<file path="src/rtl/clk_div_pkg.sv">
// Shared types and defaults for the programmable clock divider.
package clk_div_pkg;

  // Output mode; DIV_RSVD decodes as toggle.
  typedef enum logic [1:0] {
    DIV_TOGGLE = 2'd0,
    DIV_PULSE  = 2'd1,
    DIV_DUTY   = 2'd2,
    DIV_RSVD   = 2'd3
  } div_mode_t;

  localparam int unsigned DEFAULT_WIDTH = 8;

endpackage

</file>
<file path="src/rtl/clk_div_counter.sv">
// Period counter for clk_div_prog: cnt register, wrap detect, enable and
// shadow-setting reload.
// Ports:
//   clk, reset          source clock, synchronous active-high reset
//   en                  count enable
//   mode/div_val/duty_val  requested settings (sampled on reset and wrap)
//   cnt                 registered counter value, 0..act_div
//   wrap_c              this edge completes a period
//   cnt_next_c          value cnt takes this edge
//   mode_next_c         mode governing the output on this edge
//   duty_next_c         duty threshold governing the output on this edge
module clk_div_counter
  import clk_div_pkg::*;
#(
  parameter int unsigned WIDTH = DEFAULT_WIDTH
) (
  input  logic             clk,
  input  logic             reset,
  input  logic             en,
  input  logic [1:0]       mode,
  input  logic [WIDTH-1:0] div_val,
  input  logic [WIDTH-1:0] duty_val,
  output logic [WIDTH-1:0] cnt,
  output logic             wrap_c,
  output logic [WIDTH-1:0] cnt_next_c,
  output logic [1:0]       mode_next_c,
  output logic [WIDTH-1:0] duty_next_c
);

  div_mode_t        act_mode;
  logic [WIDTH-1:0] act_div;
  logic [WIDTH-1:0] act_duty;

  // Wrap is judged against the settings of the period being completed;
  // the output rule on a wrap edge already uses the incoming settings.
  always_comb begin
    wrap_c      = en && (cnt == act_div);
    cnt_next_c  = cnt;
    mode_next_c = act_mode;
    duty_next_c = act_duty;
    if (wrap_c) begin
      cnt_next_c  = '0;
      mode_next_c = mode;
      duty_next_c = duty_val;
    end else if (en) begin
      cnt_next_c  = cnt + WIDTH'(1);
    end
  end

  // Counter and shadow registers; shadows only reload at a period boundary.
  always_ff @(posedge clk) begin
    if (reset) begin
      cnt      <= '0;
      act_mode <= div_mode_t'(mode);
      act_div  <= div_val;
      act_duty <= duty_val;
    end else begin
      cnt <= cnt_next_c;
      if (wrap_c) begin
        act_mode <= div_mode_t'(mode);
        act_div  <= div_val;
        act_duty <= duty_val;
      end
    end
  end

endmodule

</file>
<file path="src/rtl/clk_div_prog.sv">
// Runtime-programmable clock divider with toggle, pulse and duty modes.
// Settings change only at the period boundary, so clk_out never glitches.
// Ports:
//   clk, reset   source clock, synchronous active-high reset
//   en           count enable; low freezes cnt and clk_out
//   mode         0=toggle, 1=pulse, 2=duty, 3=toggle
//   div_val      terminal count N (period N+1 counts)
//   duty_val     high cycles per period in duty mode
//   clk_out      divided output (registered)
//   tick         one-cycle strobe per completed period (registered)
//   cnt          current counter value (registered)
module clk_div_prog
  import clk_div_pkg::*;
#(
  parameter int unsigned WIDTH = DEFAULT_WIDTH
) (
  input  logic             clk,
  input  logic             reset,
  input  logic             en,
  input  logic [1:0]       mode,
  input  logic [WIDTH-1:0] div_val,
  input  logic [WIDTH-1:0] duty_val,
  output logic             clk_out,
  output logic             tick,
  output logic [WIDTH-1:0] cnt
);

  logic             wrap_c;
  logic [WIDTH-1:0] cnt_next_c;
  logic [1:0]       mode_next_c;
  logic [WIDTH-1:0] duty_next_c;
  logic             clk_out_next_c;

  clk_div_counter #(.WIDTH(WIDTH)) u_counter (
    .clk         (clk),
    .reset       (reset),
    .en          (en),
    .mode        (mode),
    .div_val     (div_val),
    .duty_val    (duty_val),
    .cnt         (cnt),
    .wrap_c      (wrap_c),
    .cnt_next_c  (cnt_next_c),
    .mode_next_c (mode_next_c),
    .duty_next_c (duty_next_c)
  );

  // Mode decode for the next clk_out value (only used while en=1).
  always_comb begin
    clk_out_next_c = clk_out;
    case (div_mode_t'(mode_next_c))
      DIV_PULSE: clk_out_next_c = wrap_c;
      DIV_DUTY:  clk_out_next_c = (cnt_next_c < duty_next_c);
      default:   clk_out_next_c = wrap_c ? ~clk_out : clk_out;
    endcase
  end

  // Output flops.
  always_ff @(posedge clk) begin
    if (reset) begin
      clk_out <= 1'b0;
      tick    <= 1'b0;
    end else if (en) begin
      clk_out <= clk_out_next_c;
      tick    <= wrap_c;
    end else begin
      tick    <= 1'b0;
    end
  end

endmodule
</file>
<file path="config.mk">
export PLATFORM = sky130hd
export DESIGN_NAME = clk_div_prog
export DESIGN_NICKNAME = d
export VERILOG_FILES = /design/src/rtl/clk_div_pkg.sv /design/src/rtl/clk_div_counter.sv /design/src/rtl/clk_div_prog.sv
export SDC_FILE = /design/constraint.sdc
export NUM_CORES = 1
export LEC_CHECK = 0
export CAP_MARGIN = 20
export CORE_MARGIN = 5
export CORE_UTILIZATION = 40
export DETAILED_ROUTE_END_ITERATION = 8
export GPL_TIMING_DRIVEN = 0
export PLACE_DENSITY = 0.66
export SLEW_MARGIN = 30
export SYNTH_ARGS = -nofsm -noshare
export SYNTH_HDL_FRONTEND = slang
export SYNTH_SLANG_ARGS = --single-unit
</file>
<file path="constraint.sdc">
create_clock -name clk -period 10.1 [get_ports clk]
set_input_delay 3.03 -clock clk [delete_from_list [all_inputs] [get_ports clk]]
set_output_delay 3.03 -clock clk [all_outputs]
set_load 0.02 [all_outputs]
</file>
==> results of run 1 <==
final timing paths:
path                                                     from  slack (ns)  depth (start not counted)                            end
worst max-delay path                                       en        4.75                         12           clk_out$_SDFFE_PP0P_
worst max register to register    u_counter.cnt[2]$_SDFF_PP0_        7.11                         12           clk_out$_SDFFE_PP0P_
worst min register to register  u_counter.act_duty[6]$_DFF_P_        0.49                          1  u_counter.act_duty[6]$_DFF_P_
worst min-delay path            u_counter.act_duty[6]$_DFF_P_        0.49                          1  u_counter.act_duty[6]$_DFF_P_
layout make-up:
cell class | instances | area share
plain buffers | 4 | 0.0172
clock buffers | 3 | 0.0219
clock inverters | 1 | 0.00199
inverters | 4 | 0.00928
multi-input cells | 101 | 0.425
flip-flops and latches | 28 | 0.339
well taps | 48 | 0.0318
repair buffers | 29 | 0.154
flip-flops by register name, summed over array words and instances, names as in the netlist:
register and flops:
u_counter.act_duty 8, u_counter.act_div 8, u_counter.act_mode 2, clk_out 1, u_counter.cnt 8, tick 1
worst max-delay path, stage by stage:
cell and delay [ns]:
sky130_fd_sc_hd__buf_2 0.21, sky130_fd_sc_hd__nand2_1 0.17, sky130_fd_sc_hd__nor3_2 0.23, sky130_fd_sc_hd__buf_6 0.21, sky130_fd_sc_hd__buf_2 0.27, sky130_fd_sc_hd__mux2i_1 0.26, sky130_fd_sc_hd__ha_1 0.26, sky130_fd_sc_hd__and3_1 0.19
sky130_fd_sc_hd__nand3_1 0.11, sky130_fd_sc_hd__a21oi_1 0.05, sky130_fd_sc_hd__mux2_4 0.27, sky130_fd_sc_hd__o32ai_1 0.26
metal layers:
metal	part of all wire	track usage	routed length, um
met1	0.45	0.147	1320
met2	0.50	0.209	1460
met3	0.025	0.0114	74
met4	0.022	0.0647	65
met5	0	0	0
cells in the final DEF (no fill, tap or decap), types with 2 or more instances in the layout:
| cell | netlist | routed |
|---|---|---|
| sky130_fd_sc_hd__a21oi_1 | 4 | 4 |
| sky130_fd_sc_hd__edfxtp_1 | 8 | 8 |
| sky130_fd_sc_hd__xnor2_1 | 9 | 9 |
| sky130_fd_sc_hd__dfxtp_1 | 20 | 20 |
| sky130_fd_sc_hd__xor2_1 | 6 | 6 |
| sky130_fd_sc_hd__nor2_1 | 19 | 19 |
| sky130_fd_sc_hd__mux2_4 | 2 | 2 |
| sky130_fd_sc_hd__buf_2 | 2 | 2 |
| sky130_fd_sc_hd__ha_1 | 10 | 10 |
| sky130_fd_sc_hd__nand3_1 | 3 | 3 |
| sky130_fd_sc_hd__clkbuf_8 | 0 | 3 |
| sky130_fd_sc_hd__inv_1 | 3 | 3 |
| sky130_fd_sc_hd__o32ai_1 | 2 | 2 |
| sky130_fd_sc_hd__mux2_2 | 9 | 9 |
| sky130_fd_sc_hd__buf_6 | 2 | 2 |
| sky130_fd_sc_hd__clkdlybuf4s50_1 | 0 | 29 |
| sky130_fd_sc_hd__nand4_1 | 3 | 3 |
| sky130_fd_sc_hd__nand2_1 | 5 | 5 |
| sky130_fd_sc_hd__mux2i_1 | 10 | 10 |
| sky130_fd_sc_hd__and3_1 | 5 | 5 |
power groups by stage:
stage          registers [mW]  clock network, mW  logic (mW)
4_1_cts                 0.127             0.0649      0.0398
3_3_place_gp            0.129                  0      0.0385
2_1_floorplan           0.130                  0      0.0231
5_1_grt                 0.128             0.0697      0.0437
3_5_place_dp            0.130                  0      0.0395
6_report                0.127             0.0632      0.0393
kinds of logic after synthesis:
kind of cell | Yosys count | share of synthesized area
and+or+nand+nor | 42 | 0.149
buffers and inverters | 8 | 0.0335
adders and majority gates | 10 | 0.0838
muxes | 21 | 0.155
AOI/OAI and AO/OA | 13 | 0.0612
DFF | 28 | 0.429
xor gates and xnor gates | 15 | 0.0880
==> impl_table.tex, run 1 <==
\begin{tabular}{lr}
\hline
Metric & Value \\
\hline
\multicolumn{2}{l}{\textbf{Floorplan}} \\
\quad Die ar. & 5050 sq um \\
\quad Die height & 71.1 um \\
\quad Standard cell core area & 3630 sq um \\
\quad Effective utilization at floorplan & 0.411 \\
\quad Horiz. Die Dim & 71.1 um \\
\quad Standard-cell row count & 22 \\
\quad \# IOs & 31 \\
\multicolumn{2}{l}{\textbf{Timing}} \\
\quad WHS & approximately 0.49 ns \\
\quad Aggregate negative setup slack & 0 ns \\
\quad Maximum clock skew at final layout & $\sim$0.006 ns \\
\quad Clock period minus final worst setup slack & roughly 5.3 ns \\
\quad Maximum operating frequency & 187 MHz \\
\quad Number of pins exceeding their max-slew limit in the final report & 0 \\
\quad Unrepaired setup endpoints after global routing & false \\
\quad Final Hold Vio Count & 0 \\
\quad Remaining max-slew budget at the tightest pin & 0.796 \\
\quad Worst-margin pin slew & between 0.3 and 0.4 ns \\
\quad Min setup slack post-route & 4.75 ns \\
\quad Final critical-path share of the clock period & 0.530 \\
\quad Final setup viols & 0 \\
\multicolumn{2}{l}{\textbf{Min path}} \\
\quad Path category of the worst min-delay check & reg2reg \\
\multicolumn{2}{l}{\textbf{Logic synthesis}} \\
\quad Most common cell in the netlist & sky130\_fd\_sc\_hd\_\_dfxtp\_1 \\
\quad Top post-synthesis cells by count & 20 x sky130\_fd\_sc\_hd\_\_dfxtp\_1, 19 x sky130\_fd\_sc\_hd\_\_nor2\_1, 10 x sky130\_fd\_sc\_hd\_\_ha\_1, 10 x sky130\_fd\_sc\_hd\_\_mux2i\_1 \\
\quad Cell accounting for the most synthesized area & sky130\_fd\_sc\_hd\_\_dfxtp\_1 \\
\quad Post-synthesis instance area & 1490 sq um \\
\quad Main area contributors after synthesis & sky130\_fd\_sc\_hd\_\_dfxtp\_1 27\%, sky130\_fd\_sc\_hd\_\_edfxtp\_1 16\%, sky130\_fd\_sc\_hd\_\_ha\_1 8.4\%, sky130\_fd\_sc\_hd\_\_mux2\_2 6.8\%, sky130\_fd\_sc\_hd\_\_mux2i\_1 6.7\% \\
\quad Synth top area share & 0.268 \\
\quad Share of synthesized area occupied by flip-flops and latches & 0.429 \\
\quad Count of warnings emitted by yosys & 0 \\
\quad Proportion of register bits with asynchronous set or reset after synthesis & 0 \\
\quad Post-synthesis cell count & 137 \\
\quad Most used DFF post-synth & sky130\_fd\_sc\_hd\_\_dfxtp\_1 \\
\quad Number of flip-flops and latches in the synthesized netlist & 28 \\
\quad Cell variety after synth & 33 \\
\quad Per-instance average area after synthesis & roughly 11 sq um \\
\quad Synthesized Nets & about 170 \\
\quad Number of flops mapped to enable cells by yosys & 8 \\
\multicolumn{2}{l}{\textbf{GRT}} \\
\quad Global-route usage over all layers & 0.121 \\
\quad Global-route wire length before repair & 4910 um \\
\quad Initial antenna violation count & 0 \\
\quad Number of global-route vias before repair & about 1.1k \\
\quad Maximum number of pins on one net before global-route repair & 18 \\
\quad GR Overflow Total & 0 \\
\multicolumn{2}{l}{\textbf{Clock network}} \\
\quad Clock sink count & 28 \\
\quad Clock transition time at the flip-flop clock pins of the worst setup and hold paths & 0.09 ns \\
\quad Number of buffers added to fix hold violations after cts & 0 \\
\quad Clock root cell & sky130\_fd\_sc\_hd\_\_clkbuf\_8 \\
\quad TritonCTS clock tree & yes \\
\quad Post-CTS sizing & 0 \\
\quad Total CTS buffers & 3 \\
\quad Post-CTS setup-driven buffer insertion count & 0 \\
\quad Clock network latency to the later pin of the worst-skew pair & 0.28 ns \\
\quad Deepest level of the CTS H-tree & 1 \\
\quad Number of buffers on the longest clock path & 2 \\
\multicolumn{2}{l}{\textbf{Critical path}} \\
\quad Sort of element at the end of the critical path & flop \\
\quad Required time at the endpoint of the critical path & $\sim$10 ns \\
\quad Crit path max fanout & 10 \\
\quad Category of the critical setup timing path & in2reg \\
\quad Critical path startpoint category & primary input \\
\quad Critical path data arrival time & $\sim$5.5 ns \\
\multicolumn{2}{l}{\textbf{Power}} \\
\quad Switching power as a share of total power & 0.250 \\
\quad Fraction of power consumed by the clock network & 0.275 \\
\quad Logic gate share of total power & 0.171 \\
\quad Flop pwr share & 0.553 \\
\quad Power density cells & 122 nW/um\^{}2 \\
\quad Power dissipated by switching net loads & 0.0574 mW \\
\quad Cell leakage power & between 0.7 and 0.8 nW \\
\quad Power consumption & between 0.2 and 0.25 mW \\
\quad Cell Int Power & 0.172 mW \\
\quad Maximum vdd drop & $\sim$0.047 mV \\
\multicolumn{2}{l}{\textbf{Route}} \\
\quad Post-detailed-route DRC marker count & 0 \\
\quad Antenna-violating nets left & 0 \\
\quad DRC violation total after the first TritonRoute iteration & 31 \\
\quad WL/cell & 13.4 um \\
\quad 1st-pass router iterations & 4 \\
\quad Overall via count from detail\_route & 1089 \\
\quad Via/cell ratio & 5.00 \\
\quad DRT Wirelength & 2920 um \\
\multicolumn{2}{l}{\textbf{Cells and area}} \\
\quad Non-Filler Cell Area, Final & approximately 1900 sq um \\
\quad Net count of the finished layout & 202 \\
\quad Multi-input gate area & 802 sq um \\
\quad Layout cell share with drive strength beyond 1 & 0.129 \\
\quad Combined flip-flop and latch cell area & about 640 sq um \\
\quad Utilization after layout & 0.520 \\
\quad Post-layout instance count excluding filler cells & 218 \\
\quad Synthesis-to-layout area growth & 26.5\% \\
\quad Layout filler cell count & 357 \\
\quad Antenna diode count & 0 \\
\multicolumn{2}{l}{\textbf{Placed design}} \\
\quad Count of port buffers added during placement & 29 \\
\quad Post-placement setup slack & 4.43 ns \\
\quad Cells after DPL & 214 \\
\quad Routability congestion estimate from global placement & between 0.8 and 0.9 \\
\quad Area after DPL & $\sim$1800 sq um \\
\quad Placed wire-length estimate & 2270 um \\
\multicolumn{2}{l}{\textbf{Run}} \\
\quad Max\_cap viols & 0 \\
\multicolumn{2}{l}{\textbf{Outcome}} \\
\quad Result of the run & complete, no violations \\
\hline
\end{tabular}
Note: power is estimated with default switching activity, not from simulation.
==> inputs of run 2 (changes only) <==
--- a/config.mk
+++ b/config.mk
@@ -10,7 +10,7 @@
 export CORE_UTILIZATION = 40
 export DETAILED_ROUTE_END_ITERATION = 8
 export GPL_TIMING_DRIVEN = 0
-export PLACE_DENSITY = 0.66
+export PLACE_DENSITY = 0.68
 export SLEW_MARGIN = 30
 export SYNTH_ARGS = -nofsm -noshare
 export SYNTH_HDL_FRONTEND = slang
==> constraint.sdc (replaced) <==
create_clock -name clk -period 4.9 [get_ports clk]
set_input_delay 1.47 -clock clk [delete_from_list [all_inputs] [get_ports clk]]
set_output_delay 1.47 -clock clk [all_outputs]
set_load 0.02 [all_outputs]
==> run 2 against run 1 <==
  * Critical path depth stayed put
  * Clock skew is 0.0024 ns lower
  * Clock power increased by 99%
  * Combinational power rose by 110%
  * Worst setup slack got worse by 3.7 ns
  * Via count up 1.4%
  * First-iteration DRC count grew 13%
  * Cell count unchanged
  * Sequential cell count stayed put
  * Total power increased by 100%
  * Cell area unchanged
  * Clock-buffer cell count is the same
  * Critical endpoint unchanged
  * Largest cell class unchanged
  * Highest routed layer unchanged
==> impl_table.tex, run 2 (synthesized netlist as in run 1, its figures left out) <==
\begin{tabular}{lr}
\hline
Metric & Value \\
\hline
\multicolumn{2}{l}{\textbf{Floorplan}} \\
\quad Die height & about 70 um \\
\quad Standard cell core area & between 3000 and 4000 sq um \\
\quad Standard-cell row count & 22 \\
\quad Die ar. & 5050 sq um \\
\quad Effective utilization at floorplan & 0.411 \\
\quad \# IOs & 31 \\
\quad Horiz. Die Dim & just over 70 um \\
\multicolumn{2}{l}{\textbf{Timing}} \\
\quad Aggregate negative setup slack & 0 ns \\
\quad WHS & 0.487 ns \\
\quad Clock period minus final worst setup slack & 3.82 ns \\
\quad Final setup viols & 0 \\
\quad Number of pins exceeding their max-slew limit in the final report & 0 \\
\quad Maximum operating frequency & 262 MHz \\
\quad Remaining max-slew budget at the tightest pin & 0.790 \\
\quad Maximum clock skew at final layout & 0.00355 ns \\
\quad Unrepaired setup endpoints after global routing & false \\
\quad Final critical-path share of the clock period & 0.780 \\
\quad Worst-margin pin slew & roughly 0.31 ns \\
\quad Final Hold Vio Count & 0 \\
\multicolumn{2}{l}{\textbf{Cells and area}} \\
\quad Top flop regs & u\_counter.act\_div: 8 flops, u\_counter.act\_duty: 8 flops, u\_counter.cnt: 8 flops \\
\quad Utilization after layout & 0.520 \\
\quad Non-Filler Cell Area, Final & 1890 sq um \\
\quad Synthesis-to-layout area growth & 26.5\% \\
\quad Net count of the finished layout & 202 \\
\quad Most common cell after layout, fill and taps aside & sky130\_fd\_sc\_hd\_\_clkdlybuf4s50\_1 \\
\quad Antenna diode count & 0 \\
\quad Post-layout instance count excluding filler cells & around 220 \\
\quad Layout cell share with drive strength beyond 1 & 0.129 \\
\quad Most frequent cells in the layout & 29 x sky130\_fd\_sc\_hd\_\_clkdlybuf4s50\_1, 20 x sky130\_fd\_sc\_hd\_\_dfxtp\_1, 19 x sky130\_fd\_sc\_hd\_\_nor2\_1, 10 x sky130\_fd\_sc\_hd\_\_mux2i\_1, 10 x sky130\_fd\_sc\_hd\_\_ha\_1 \\
\multicolumn{2}{l}{\textbf{Route}} \\
\quad Overall via count from detail\_route & 1104 \\
\quad Routed wire length on met3 & 98 um \\
\quad Post-detailed-route DRC marker count & 0 \\
\quad Via/cell ratio & between 5 and 6 \\
\quad Top layer used by detailed routing & met4 \\
\quad DRC violation total after the first TritonRoute iteration & 35 \\
\quad DRT Wirelength & 2890 um \\
\quad 1st-pass router iterations & 4 \\
\quad Antenna-violating nets left & 0 \\
\quad Routed metal-1 wire length & 1200 um \\
\quad Length of routed met2 wiring & 1520 um \\
\quad WL/cell & between 10 and 15 um \\
\multicolumn{2}{l}{\textbf{Critical path}} \\
\quad Crit path max fanout & 10 \\
\quad Worst Reg2Reg Path Length in Cells & 12 \\
\quad Critical path data arrival time & 4.01 ns \\
\quad End of the worst register-to-register path & clk\_out\$\_SDFFE\_PP0P\_ \\
\quad RR Startpoint & u\_counter.cnt[0]\$\_SDFF\_PP0\_ \\
\quad Setup slack of the worst register-to-register path & approximately 1.9 ns \\
\quad Critical path startpoint category & primary input \\
\quad Required time at the endpoint of the critical path & 5.09 ns \\
\quad Category of the critical setup timing path & in2reg \\
\quad Sort of element at the end of the critical path & flop \\
\multicolumn{2}{l}{\textbf{Outcome}} \\
\quad Result of the run & complete, no violations \\
\multicolumn{2}{l}{\textbf{Clock network}} \\
\quad Post-CTS sizing & 0 \\
\quad TritonCTS clock tree & yes \\
\quad Deepest level of the CTS H-tree & 1 \\
\quad Total CTS buffers & 3 \\
\quad Clock transition time at the flip-flop clock pins of the worst setup and hold paths & 0.09 ns \\
\quad Clock network latency to the later pin of the worst-skew pair & 0.27 ns \\
\quad Post-CTS setup-driven buffer insertion count & 0 \\
\quad Number of buffers added to fix hold violations after cts & 0 \\
\quad Number of buffers on the longest clock path & 2 \\
\quad Clock root cell & sky130\_fd\_sc\_hd\_\_clkbuf\_8 \\
\quad Clock sink count & 28 \\
\multicolumn{2}{l}{\textbf{Placed design}} \\
\quad Area after DPL & 1840 sq um \\
\quad Routability congestion estimate from global placement & just over 0.8 \\
\quad Cells after DPL & 214 \\
\quad Placed wire-length estimate & 2320 um \\
\quad Count of port buffers added during placement & 29 \\
\multicolumn{2}{l}{\textbf{Power}} \\
\quad Maximum vdd drop & between 0.1 and 0.15 mV \\
\quad Power density cells & 248 nW/um\^{}2 \\
\quad Cell leakage power & 0.741 nW \\
\multicolumn{2}{l}{\textbf{GRT}} \\
\quad Global-route usage over all layers & 0.118 \\
\quad Initial antenna violation count & 0 \\
\quad Maximum number of pins on one net before global-route repair & 18 \\
\quad GR Overflow Total & 0 \\
\quad Global-route wire length before repair & 4780 um \\
\quad Number of global-route vias before repair & 1156 \\
\multicolumn{2}{l}{\textbf{Min path}} \\
\quad Endpoint, Worst Hold & u\_counter.act\_duty[1]\$\_DFF\_P\_ \\
\quad Path category of the worst min-delay check & reg2reg \\
\quad Cells on Worst Hold Path & 1 \\
\quad Worst Min Path Start & u\_counter.act\_duty[1]\$\_DFF\_P\_ \\
\multicolumn{2}{l}{\textbf{Run}} \\
\quad Max\_cap viols & 0 \\
\hline
\end{tabular}
run 2: cell counts in the layout (fill, tap and decap cells not counted):
No cell type changed its count.
run 2: final cells by class:
cell class / instances / area (sq um)
plain buffers: 4 / 32.5
clock buffers: 3 / 41.3
clock inverters: 1 / 3.75
fillers: 346 / 1750
inverters: 4 / 17.5
multi-input cells: 101 / 802
flip-flops and latches: 28 / 641
well taps: 48 / 60.1
repair buffers: 29 / 290
run 2: worst max-delay path by stage:
stage,startpoint,endpoint,depth (start not counted)
2_1_floorplan,en,clk_out$_SDFFE_PP0P_,12
3_3_place_gp,en,clk_out$_SDFFE_PP0P_,12
3_5_place_dp,en,clk_out$_SDFFE_PP0P_,12
4_1_cts,en,clk_out$_SDFFE_PP0P_,12
5_1_grt,en,clk_out$_SDFFE_PP0P_,12
6_report,en,clk_out$_SDFFE_PP0P_,12
run 2: where the power goes:
part           leakage [nW]  internal [mW]  switching, mW  total, mW
clock network        0.0231         0.0563         0.0694      0.126
registers             0.244          0.253        0.00852      0.262
logic                 0.474         0.0452         0.0362     0.0814
total                 0.741          0.355          0.114      0.469
run 2: stage by stage:
stage	setup slack, ns	power [mW]
3_5_place_dp	0.781	0.349
6_report	1.08	0.469
5_1_grt	0.919	0.492
4_1_cts	1.08	0.476
2_1_floorplan	1.18	0.316
3_3_place_gp	0.867	0.346
run 2: critical path, cell delays in order:
cell and delay, ns:
sky130_fd_sc_hd__buf_2 0.20, sky130_fd_sc_hd__nand2_1 0.18, sky130_fd_sc_hd__nor3_2 0.24, sky130_fd_sc_hd__buf_6 0.21
sky130_fd_sc_hd__buf_2 0.26, sky130_fd_sc_hd__mux2i_1 0.26, sky130_fd_sc_hd__ha_1 0.25, sky130_fd_sc_hd__and3_1 0.19
sky130_fd_sc_hd__nand3_1 0.12, sky130_fd_sc_hd__a21oi_1 0.06, sky130_fd_sc_hd__mux2_4 0.28, sky130_fd_sc_hd__o32ai_1 0.27
run 2: routing by layer:
layer,vias to the layer above,track usage
met5,-,0
met3,5,0.0142
li1,555,-
met2,20,0.216
met4,0,0.0626
met1,524,0.132
==> inputs of run 3 (changes only) <==
--- a/config.mk
+++ b/config.mk
@@ -10,7 +10,7 @@
 export CORE_UTILIZATION = 40
 export DETAILED_ROUTE_END_ITERATION = 8
 export GPL_TIMING_DRIVEN = 0
-export PLACE_DENSITY = 0.68
+export PLACE_DENSITY = 0.66
 export SLEW_MARGIN = 30
 export SYNTH_ARGS = -nofsm -noshare
 export SYNTH_HDL_FRONTEND = slang
==> constraint.sdc (replaced) <==
create_clock -name clk -period 3.55 [get_ports clk]
set_input_delay 1.065 -clock clk [delete_from_list [all_inputs] [get_ports clk]]
set_output_delay 1.065 -clock clk [all_outputs]
set_load 0.02 [all_outputs]
==> results of run 3 <==
The final DEF is identical to that of run 1. Status: complete, no violations.
Among the figures that moved: setup slack after placement 4.43 ns -> -0.151 ns; setup slack after layout 4.75 ns -> 0.165 ns; register-to-register setup slack 7.11 ns -> 0.56 ns; total power 0.229 mW -> 0.653 mW; worst IR drop on VDD 0.0465 mV -> 0.132 mV
